===== config.mk =====
export PLATFORM = sky130hd
export DESIGN_NAME = rpn_eval
export DESIGN_NICKNAME = d
export VERILOG_FILES = /design/src/rtl/rpn_eval_pkg.sv /design/src/rtl/rpn_alu.sv /design/src/rtl/rpn_eval.sv
export SDC_FILE = /design/constraint.sdc
export NUM_CORES = 1
export LEC_CHECK = 0
export ABC_CLOCK_PERIOD_IN_PS = 7600
export CORE_MARGIN = 2
export CORE_UTILIZATION = 35
export CTS_CLUSTER_SIZE = 28
export DETAILED_ROUTE_END_ITERATION = 16
export GPL_TIMING_DRIVEN = 0
export PLACE_DENSITY_LB_ADDON = 0.1
export SYNTH_ARGS = -nofsm -noshare
export SYNTH_HDL_FRONTEND = slang
export SYNTH_HIERARCHICAL = 1
export SYNTH_SLANG_ARGS = --single-unit

===== constraint.sdc =====
create_clock -name clk_i -period 7.6 [get_ports clk_i]
set_input_delay 2.28 -clock clk_i [delete_from_list [all_inputs] [get_ports clk_i]]
set_output_delay 2.28 -clock clk_i [all_outputs]
set_load 0.02 [all_outputs]

===== src/rtl/rpn_eval_pkg.sv =====
// Shared constants for the RPN evaluator: token-type codes, opcodes and FSM state encoding.
package rpn_eval_pkg;

  // Token types carried on tok_type_i
  localparam logic [1:0] TokOperand  = 2'b00;
  localparam logic [1:0] TokOperator = 2'b01;
  localparam logic [1:0] TokEmit     = 2'b10;
  localparam logic [1:0] TokRsvd     = 2'b11;

  // Opcodes carried in tok_data_i[2:0]; a is the deeper operand
  localparam logic [2:0] OpAdd = 3'b000;
  localparam logic [2:0] OpSub = 3'b001;
  localparam logic [2:0] OpAnd = 3'b010;
  localparam logic [2:0] OpOr  = 3'b011;
  localparam logic [2:0] OpXor = 3'b100;
  localparam logic [2:0] OpMul = 3'b101;

  typedef enum logic [3:0] {
    StIdle,
    StPush,
    StPopB,
    StCapB,
    StPopA,
    StCapA,
    StEPop,
    StECap,
    StErr
  } state_e;

endpackage


===== src/rtl/rpn_alu.sv =====
// Combinational operator datapath for the RPN evaluator.
// Opcode 101 (MUL) exists only when RPN_EVAL_MUL_EN is defined; otherwise it is illegal.
module rpn_alu
  import rpn_eval_pkg::*;
#(
  parameter int unsigned WIDTH = 8
) (
  input  logic [WIDTH-1:0] a_i,
  input  logic [WIDTH-1:0] b_i,
  input  logic [2:0]       op_i,
  output logic [WIDTH-1:0] result_o,
  output logic             illegal_o
);

  // Decode the opcode; every result wraps modulo 2^WIDTH
  always_comb begin
    result_o  = '0;
    illegal_o = 1'b0;
    case (op_i)
      OpAdd: result_o = a_i + b_i;
      OpSub: result_o = a_i - b_i;
      OpAnd: result_o = a_i & b_i;
      OpOr:  result_o = a_i | b_i;
      OpXor: result_o = a_i ^ b_i;
`ifdef RPN_EVAL_MUL_EN
      OpMul: result_o = a_i * b_i;
`endif
      default: illegal_o = 1'b1;
    endcase
  end

endmodule


===== src/rtl/rpn_eval.sv =====
// RPN expression evaluator sequencing an external stack through push/pop strobes.
// Optional feature: define RPN_EVAL_MUL_EN to enable opcode 101 (MUL).
module rpn_eval
  import rpn_eval_pkg::*;
#(
  parameter int unsigned WIDTH = 8
) (
  input  logic             clk_i,
  input  logic             reset_n_i,
  input  logic             tok_valid_i,
  output logic             tok_ready_o,
  input  logic [1:0]       tok_type_i,
  input  logic [WIDTH-1:0] tok_data_i,
  output logic             res_valid_o,
  output logic [WIDTH-1:0] res_data_o,
  output logic             err_o,
  output logic             stk_push_o,
  output logic [WIDTH-1:0] stk_din_o,
  output logic             stk_pop_o,
  input  logic [WIDTH-1:0] stk_dout_i,
  input  logic             stk_full_i,
  input  logic             stk_empty_i
);

  state_e           state_q, state_d;
  logic [WIDTH-1:0] a_q, b_q;
  logic [WIDTH-1:0] din_q;
  logic [2:0]       op_q;
  logic             push_alu_q;
  logic [WIDTH-1:0] res_data_q;
  logic             res_valid_q;

  logic             tok_accept;
  logic [2:0]       alu_op;
  logic [WIDTH-1:0] alu_result;
  logic             alu_illegal;

  assign tok_accept = tok_valid_i && (state_q == StIdle);
  // In IDLE the ALU only screens the incoming opcode; later it evaluates the latched one
  assign alu_op     = (state_q == StIdle) ? tok_data_i[2:0] : op_q;

  rpn_alu #(
    .WIDTH (WIDTH)
  ) u_alu (
    .a_i       (a_q),
    .b_i       (b_q),
    .op_i      (alu_op),
    .result_o  (alu_result),
    .illegal_o (alu_illegal)
  );

  // Next-state and strobe decode; pops are withheld whenever the stack reports empty
  always_comb begin
    state_d     = state_q;
    tok_ready_o = 1'b0;
    stk_push_o  = 1'b0;
    stk_pop_o   = 1'b0;
    stk_din_o   = '0;
    err_o       = 1'b0;
    unique case (state_q)
      StIdle: begin
        tok_ready_o = 1'b1;
        if (tok_valid_i) begin
          case (tok_type_i)
            TokOperand:  state_d = stk_full_i ? StErr : StPush;
            TokOperator: state_d = alu_illegal ? StErr : StPopB;
            TokEmit:     state_d = StEPop;
            default:     state_d = StErr;
          endcase
        end
      end
      StPush: begin
        stk_push_o = 1'b1;
        stk_din_o  = push_alu_q ? alu_result : din_q;
        state_d    = StIdle;
      end
      StPopB: begin
        if (stk_empty_i) begin
          state_d = StErr;
        end else begin
          stk_pop_o = 1'b1;
          state_d   = StCapB;
        end
      end
      StCapB: state_d = StPopA;
      StPopA: begin
        if (stk_empty_i) begin
          state_d = StErr;
        end else begin
          stk_pop_o = 1'b1;
          state_d   = StCapA;
        end
      end
      StCapA: state_d = StPush;
      StEPop: begin
        if (stk_empty_i) begin
          state_d = StErr;
        end else begin
          stk_pop_o = 1'b1;
          state_d   = StECap;
        end
      end
      StECap: state_d = StIdle;
      StErr:  err_o = 1'b1;
      default: state_d = StIdle;
    endcase
  end

  // State register plus operand/result capture
  always_ff @(posedge clk_i or negedge reset_n_i) begin
    if (!reset_n_i) begin
      state_q     <= StIdle;
      a_q         <= '0;
      b_q         <= '0;
      din_q       <= '0;
      op_q        <= '0;
      push_alu_q  <= 1'b0;
      res_data_q  <= '0;
      res_valid_q <= 1'b0;
    end else begin
      state_q <= state_d;
      if (tok_accept) begin
        din_q      <= tok_data_i;
        op_q       <= tok_data_i[2:0];
        push_alu_q <= (tok_type_i == TokOperator);
      end
      if (state_q == StCapB) b_q <= stk_dout_i;
      if (state_q == StCapA) a_q <= stk_dout_i;
      res_valid_q <= (state_q == StECap);
      if (state_q == StECap) res_data_q <= stk_dout_i;
    end
  end

  assign res_valid_o = res_valid_q;
  assign res_data_o  = res_data_q;

endmodule


# Word level (Yosys, flattened, before mapping)
# Index checks and enable logic that the tools add are counted.
[totals] ff_bits=41
[op_classes] n_addsub=2 n_eq_ne=15 n_mux=17 n_bitwise=4 n_reduce_logical=7
[ops] op="$pmux 8 s5" count=1
[ops] op="$pmux 4 s7" count=1
[ops] op="$mux 4" count=6
[ops] op="$eq 4x3->1 const B" count=4
[ops] op="$mux 8" count=2
[ops] op="$pmux 4 s3" count=1
[ops] op="$add 8x8->8" count=1
[ops] op="$and 8x8->8" count=1
[ops] op="$eq 4x2->1 const B" count=2
[ops] op="$or 8x8->8" count=1
[ops] op="$sub 8x8->8" count=1
[ops] op="$xor 8x8->8" count=1
[ops] op="$eq 3x2->1 const B" count=2
[ops] op="$mux 1" count=5
[ops] op="$reduce_or 5->1" count=1
[ops] op="$eq 4x1->1 const B" count=1
[ops] op="$eq 4x4->1 const B" count=1
[ops] op="$logic_not 4->1" count=1
[ops] op="$eq 3x1->1 const B" count=1
[ops] op="$eq 3x3->1 const B" count=1
[ops] op="$logic_not 3->1" count=1
[ops] op="$mux 3" count=1
[ops] op="$reduce_or 3->1" count=1
[ops] op="$eq 2x1->1 const B" count=1
[ops] op="other kinds (6)" count=6

# Longest topological paths before layout
# Gate-level depths: netlist of run 1.
[depth] ltp_word=8 ltp_mapped=17 mapped_depth_nobuf=15

# Modules after synthesis
# The synthesis of run 1 kept the hierarchy.
[modules_own_cells] mod="rpn_eval" instances=1 cells_per_inst=151 area_per_inst_um2=1770.4 seq_area_each_um2=950.9
[modules_own_cells] mod="rpn_alu" instances=1 cells_per_inst=130 area_per_inst_um2=937.1 seq_area_each_um2=0.0

# Least setup slack after synthesis of run 1
# No wires, ideal clock.
[synth_path] path_type="input to output" start="input port tok_data_i[1]" end="output port stk_din_o[7]" t_arrival_ps=4960 t_required_ps=5320 slack_ps=360 stages=16 n_path_buf=2 cell_sequence="mux2_2 -> buf_6 -> or2_1 -> buf_6 -> nor2_8 -> mux2_1 -> inv_1 -> ha_1 -> nand3b_1 -> nand2_1 -> a31oi_1 -> o21ai_0 -> xnor2_1 -> o221ai_2 -> mux2i_1 -> nor2_1"
[synth_via] elab_chain_len=5 word_cells_on_any_way=9
[synth_lines] item="from (decl)" line="rpn_eval.sv:13" source="input logic [WIDTH-1:0] tok_data_i,"
[synth_lines] item="$mux 3 (*)" line="rpn_eval.sv:40" source="assign alu_op = (state_q == StIdle) ? tok_data_i[2:0] : op_q;"
[synth_lines] item="$eq 3x3->1, or another cell as far along" line="rpn_alu.sv:19" source="case (op_i)"
[synth_lines] item="$pmux 8 s5 (*)" line="rpn_alu.sv:19"
[synth_lines] item="via alu_result[7]" line="rpn_eval.sv:35" source="logic [WIDTH-1:0] alu_result;"
[synth_lines] item="$mux 8 (*)" line="rpn_eval.sv:74" source="stk_din_o = push_alu_q ? alu_result : din_q;"
[synth_lines] item="$mux 8 (*)" line="rpn_eval.sv:60" source="unique case (state_q)"
[synth_lines] item="to (decl)" line="rpn_eval.sv:18" source="output logic [WIDTH-1:0] stk_din_o,"
# Mark *: on every way through the listed nets, which the timed path passes. The rest lies on a longest branch.

# Worst setup path after layout of run 1
[layout_path] start="input port tok_data_i[0]" end="output port stk_din_o[7]"
[layout_via] elab_chain_len=5 word_cells_on_any_way=9
[layout_lines] item="$mux 3 (*)" line="rpn_eval.sv:40"
[layout_lines] item="via alu_op[0]" line="rpn_eval.sv:34" source="logic [2:0] alu_op;"
[layout_lines] item="$eq 3x3->1, or another cell as far along" line="rpn_alu.sv:19"
[layout_lines] item="$pmux 8 s5 (*)" line="rpn_alu.sv:19"
[layout_lines] item="via alu_result[7]" line="rpn_eval.sv:35"
[layout_lines] item="$mux 8 (*)" line="rpn_eval.sv:74"
[layout_lines] item="$mux 8 (*)" line="rpn_eval.sv:60"
# Marks and branches as above.

==> results_dict.tcl, run 1 <==
set metrics [dict create \
    syn-instance-count 281 \
    worstPathRequired_ns 5.32 \
    synth_edf_count 0 \
    synth-main-ff-cell "dfrtp_1" \
    netlist_area_um2 2708 \
    outcome "finished clean" \
    worst_pin_slew_ns 0.7451 \
    core_area_um2 7607 \
    met3_length_um 204 \
    clk_latency_ns 0.29 \
    vias_per_cell 4.868 \
    highest_layer "met4" \
    slew-limit-headroom 0.5006 \
    grt_pass1_wl_um 10580 \
    antennaDiodeCount 0 \
    skew_ns 0.001247 \
    post-route-period-util 0.9679 \
    path_class "input pin to primary output" \
    ant_nets 0 \
    synth.avg_cell_area_um2 9.636 \
    drtIter0Drc 55 \
    grt_pass1_vias 2208 \
    grt_usage 0.1560 \
    clkTransAtPathRegs_ns 0.07 \
    yosys.area.top_type "dfrtp_1" \
    p_leak_nw 1.549 \
    hold_class "flop to flop" \
    wl_met2_um 3154 \
    port_buffers 43 \
    r2r_start "state_q[0]" \
    synth_nets 329 \
    reg2reg_slack_ns 4.71 \
    start_util 0.3559 \
    dpl_cell_area_um2 3281 \
    r2r_cells 8 \
    ir_drop_uv 194.6 \
    start_kind "input pin" \
    finalInstanceArea_um2 3436 \
    finalSetupViolations 0 \
    synth-seq-cells 38 \
    rsz0062_at_grt "false" \
    setup_ws_ns 0.2442 \
    synthDistinctLibCells 49 \
    cts_root_buffer "clkbuf_8" \
    first_pass_iters 5 \
    syn_to_final_growth_pct 26.89 \
    hold_violations 0 \
    rows 32 \
    cts_made_buffers 5 \
    cts.sinks 38 \
    clk_path_buf_depth 2 \
    p_per_area_nw_per_um2 449.5 \
    layout_common_cells "38 x dfrtp_1, 33 x nand2_1, 33 x clkdlybuf4s50_1" \
    netlist.area_leader.share 0.3512 \
    place_hpwl_um 4808 \
    worstSetupEndpointType "primary output" \
    ioPinCount 44 \
    r2r-end "state_q[3]" \
    wl_per_cell_um 13.74 \
    synth_warnings 6 \
    die_y_um 91.96 \
    place_ws_ns -0.7958 \
    routed_wl_um 6044 \
    die_w_um 91.96 \
    crit_end "stk_din_o[7]" \
    hold_buffers 0 \
    antenna_found_initial 0 \
    grt_max_degree 25 \
    fmax_ghz 0.1359 \
    fin_nets 386 \
    wl_met1_um 2640 \
    drc 0 \
    slew_viol_final 0 \
    drv_cap 0 \
    vias 2142 \
    cts_tree "yes" \
    synthTopCellsByArea "dfrtp_1 35%, mux2_2 11%, ha_1 11%, nand2_1 4.7%, mux2i_1 3.7%" \
    worstPathMaxFanout 6 \
    synthArstFlopShare 1.000 \
    layout_commonest_cell "dfrtp_1" \
    cp-startpoint "tok_data_i[0]" \
    yosysSeqAreaShare 0.3512 \
    period_needed_ns 7.356 \
    gp_congestion 0.7976 \
    whs_ns 0.4788 \
    htree_levels 2 \
    drive_above_1_share 0.2101 \
    n_fill_cell 755 \
    grt_overflow 0 \
    arrival_ns 5.08 \
    die-area_um2 8456 \
]
synthesized netlist by cell type (2+ instances only):
library cell,count
dfrtp_1,38
nand2_1,34
mux2_2,27
ha_1,24
nor2_1,22
inv_1,20
o21ai_0,13
a21oi_1,12
xnor2_1,11
mux2i_1,10
a31oi_1,5
nand2b_1,5
nand3_1,5
nor3_1,5
nor3b_1,4
buf_2,3
clkbuf_1,3
nor2b_1,3
a211oi_1,2
buf_6,2
nand3b_1,2
nor4b_1,2
o221ai_1,2
o22ai_1,2
report_power, final:
| part | leakage [nW] | internal [mW] | switching [mW] |
|---|---|---|---|
| clock network | 0.0438 | 0.0616 | 0.0731 |
| logic | 1.04 | 0.532 | 0.557 |
| registers | 0.463 | 0.265 | 0.0559 |
| total | 1.55 | 0.858 | 0.686 |
worst max-delay path, stage by stage:
cell and delay (ns):
clkdlybuf4s50_1 0.43, mux2_2 0.34, inv_4 0.13, nor2_8 0.06, buf_4 0.14, buf_4 0.13, a21oi_1 0.15, xnor2_1 0.15
ha_1 0.30, a21oi_1 0.20, o21ai_2 0.08, xnor2_1 0.14, o221ai_2 0.17, mux2i_1 0.10, nor2_1 0.13, buf_4 0.15
final cells by class:
class                      count  area [um^2]  area share
tap                          102        127.6     0.03714
timing repair buffer          51        485.5      0.1413
inverter                      22        85.08     0.02476
clock buffer                   5        68.82     0.02003
buffer                         9        48.80     0.01420
sequential                    38        950.9      0.2768
multi-input combinational    211         1659      0.4829
clock inverter                 2        10.01    0.002913
how the worst min path moves through the flow:
stage / from / to / slack, ns / cells after the start
final: res_data_o[3] / res_data_o[3] / 0.48 / 2
after global routing: res_data_o[2] / res_data_o[2] / 0.52 / 2
after CTS: res_data_o[3] / res_data_o[3] / 0.48 / 2
after detailed placement: res_data_o[3] / res_data_o[3] / 0.46 / 2
after global placement: res_data_o[6] / res_data_o[6] / 0.46 / 2
after floorplan: din_q[3] / din_q[3] / 0.48 / 1
stage by stage:
stage | utilization | setup TNS, ns | power [mW] | cells
after floorplan | - | 0 | 1.073 | 281
after CTS | 0.4488 | 0 | 1.548 | 439
after detailed placement | 0.4313 | -3.705 | 1.307 | 427
after global routing | 0.4516 | 0 | 1.697 | 440
final | 0.4516 | 0 | 1.544 | 440
after global placement | 0.4293 | -3.706 | 1.299 | 426
flip-flops by register name, summed over array words and instances, names as in the netlist:
name,flops
a_q,8
b_q,8
din_q,8
res_data_o,8
state_q,4
push_alu_q,1
res_valid_o,1
repair_timing:
item | in CTS | in global routing
gates resized for setup | 34 | 6
setup buffers | 6 | 1
pin swaps | 6 | 6
setup endpoints to repair | 7 | 7
per-layer routing:
layer | track usage | vias up
li1 | - | 1079
met1 | 0.1927 | 1031
met2 | 0.2776 | 28
met3 | 0.03533 | 4
met4 | 0.03358 | 0
met5 | 0 | -
cells by family after synthesis:
logic type | share of synthesized area
buffers and inverters | 0.05267
XOR/XNOR | 0.03882
adder cells (fa/ha/maj) | 0.1183
flip-flops | 0.3512
AO/OA/AOI/OAI | 0.1017
multiplexers | 0.1534
AND/OR/NAND/NOR | 0.1839
(Power assumes the default switching activity.)
==> run 2: changes to the inputs <==
--- a/config.mk
+++ b/config.mk
@@ -6,6 +6,7 @@
 export NUM_CORES = 1
 export LEC_CHECK = 0
 export ABC_CLOCK_PERIOD_IN_PS = 7600
+export CORE_ASPECT_RATIO = 1.25
 export CORE_MARGIN = 2
 export CORE_UTILIZATION = 35
 export CTS_CLUSTER_SIZE = 28
==> run 2 against run 1 <==
  * Sequential power is essentially flat
  * Setup slack lost 0.057 ns
  * Critical path depth grew 2
  * Flip-flop and latch count is the same
  * Wire length grew 4.4%
  * Clock skew grew 0.0047 ns
  * Critical path type unchanged
==> results_dict.tcl, run 2 (synthesis gave the netlist of run 1 again) <==
set metrics [dict create \
    post-place-cells 416 \
    gp_congestion 0.7902 \
    fin_tns_setup_ns 0 \
    drv_cap 0 \
    cts_made_buffers 5 \
    drtIter0Drc 73 \
    die_y_um 102.3 \
    antennaDiodeCount 0 \
    p_sw_mw 0.6945 \
    vias 2114 \
    slew-limit-headroom 0.4307 \
    layout_common_cells "38 x dfrtp_1, 33 x nand2_1, 33 x clkdlybuf4s50_1" \
    fmax_ghz 0.1349 \
    ioPinCount 44 \
    post-route-period-util 0.9754 \
    antenna_found_initial 0 \
    arrival_ns 5.13 \
    grt_pass1_vias 2082 \
    seqPwrFrac 0.201 \
    p_per_area_nw_per_um2 466.9 \
    place_hpwl_um 4845 \
    p_clk_frac 0.134 \
    cts_tree "yes" \
    drive_above_1_share 0.2066 \
    pwr-share-comb 0.664 \
    min-delay-start "res_data_o[0]" \
    grt_overflow 0 \
    first_pass_iters 4 \
    fin_nets 381 \
    layout.cells.non_filler 426 \
    min_to "res_data_o[0]" \
    die_w_um 82.67 \
    hold_violations 0 \
    period_needed_ns 7.413 \
    outcome "finished clean" \
    start_kind "input pin" \
    r2r_cells 8 \
    worst_pin_slew_ns 0.8540 \
    port_buffers 43 \
    wl_per_cell_um 14.81 \
    layout_commonest_cell "dfrtp_1" \
    htree_levels 2 \
    reg2reg_slack_ns 4.63 \
    grt_max_degree 39 \
    ir_drop_uv 240.7 \
    r2r_start "state_q[0]" \
    worstSetupEndpointType "primary output" \
    finalSetupViolations 0 \
    drc 0 \
    start_util 0.3637 \
    grt_usage 0.1609 \
    rsz0062_at_grt "true" \
    syn_to_final_growth_pct 26.76 \
    ant_nets 0 \
    hold_class "flop to flop" \
    cts.sinks 38 \
    final_core_util 0.4610 \
    worstPathRequired_ns 5.32 \
    hold_buffers 0 \
    vias_per_cell 4.962 \
    core_area_um2 7445 \
    worstPathMaxFanout 7 \
    clk_path_buf_depth 2 \
    intPower_mw 0.9080 \
    clk_latency_ns 0.30 \
    swShare 0.4334 \
    grt_pass1_wl_um 10290 \
    holdPathStages 2 \
    rows 35 \
    routed_wl_um 6308 \
    p_leak_nw 1.527 \
    power_mw 1.603 \
    r2r-end "state_q[3]" \
    die-area_um2 8460 \
    path_class "input pin to primary output" \
    clkTransAtPathRegs_ns 0.07 \
    slew_viol_final 0 \
    cts_root_buffer "clkbuf_8" \
    skew_ns 0.005900 \
]
-- run 2: layer usage --
layer,share of wire,GRT usage
met1,0.43,0.2022
met2,0.54,0.2804
met3,0.016,0.02562
met4,0.013,0.04918
met5,0,0
-- run 2: critical path, stage by stage --
cell           delay [ns]
dlygate4sd2_1        0.24
mux2_4               0.27
buf_6                0.13
or2_1                0.21
buf_6                0.13
nor2_8               0.11
mux2_4               0.33
inv_1                0.06
ha_1                 0.21
nand3b_1             0.10
nand2_2              0.09
a31oi_4              0.23
o21ai_2              0.07
xnor2_1              0.13
o221ai_2             0.18
mux2i_1              0.10
nor2_1               0.11
buf_4                0.15
-- run 2: timing repair --
item / 4_1_cts / 5_1_grt
resized for setup: 34 / 9
pin swaps: 8 / 12
buffers inserted: 2 / 0
setup endpoints to repair: 7 / 7
gates cloned: 0 / 0
hold endpoints to repair: 0 / 0
-- run 2: power by group through the flow --
stage          clock network [mW]  logic [mW]  registers (mW)
6_report                    0.215        1.06           0.323
5_1_grt                     0.228        1.19           0.333
4_1_cts                     0.220        1.05           0.324
3_5_place_dp                    0       0.980           0.328
3_3_place_gp                    0       0.973           0.325
2_1_floorplan                   0       0.750           0.322
-- run 2: how the worst max path moves through the flow --
stage                              from  slack (ns)            to  depth (start not counted)
after CTS                 tok_data_i[1]        0.07  stk_din_o[7]                         18
after global routing      tok_data_i[1]       -0.06  stk_din_o[7]                         18
after global placement    tok_data_i[1]       -0.76  stk_din_o[7]                         18
after floorplan           tok_data_i[1]        0.36  stk_din_o[7]                         16
final                     tok_data_i[1]        0.19  stk_din_o[7]                         18
after detailed placement  tok_data_i[1]       -0.80  stk_din_o[7]                         18
-- run 2: per-stage QoR --
| step | hold WS, ns | setup slack (ns) | area, um^2 |
|---|---|---|---|
| detailed placement | 0.4648 | -0.7971 | 3248 |
| floorplan | 0.4786 | 0.3598 | 2708 |
| finish | 0.4749 | 0.1869 | 3432 |
| global route | 0.5082 | -0.05635 | 3432 |
| global placement | 0.4601 | -0.7623 | 3253 |
| CTS | 0.4810 | 0.07065 | 3430 |
-- run 2: final cells by class --
type	count	area, um^2
Clock inverter	2	60.06
Multi-Input combinational cell	211	1663
Clock buffer	6	82.58
Tap cell	92	115.1
Inverter	22	82.58
Buffer	10	60.06
Fill cell	758	4013
Sequential cell	38	950.9
Timing Repair Buffer	45	417.9
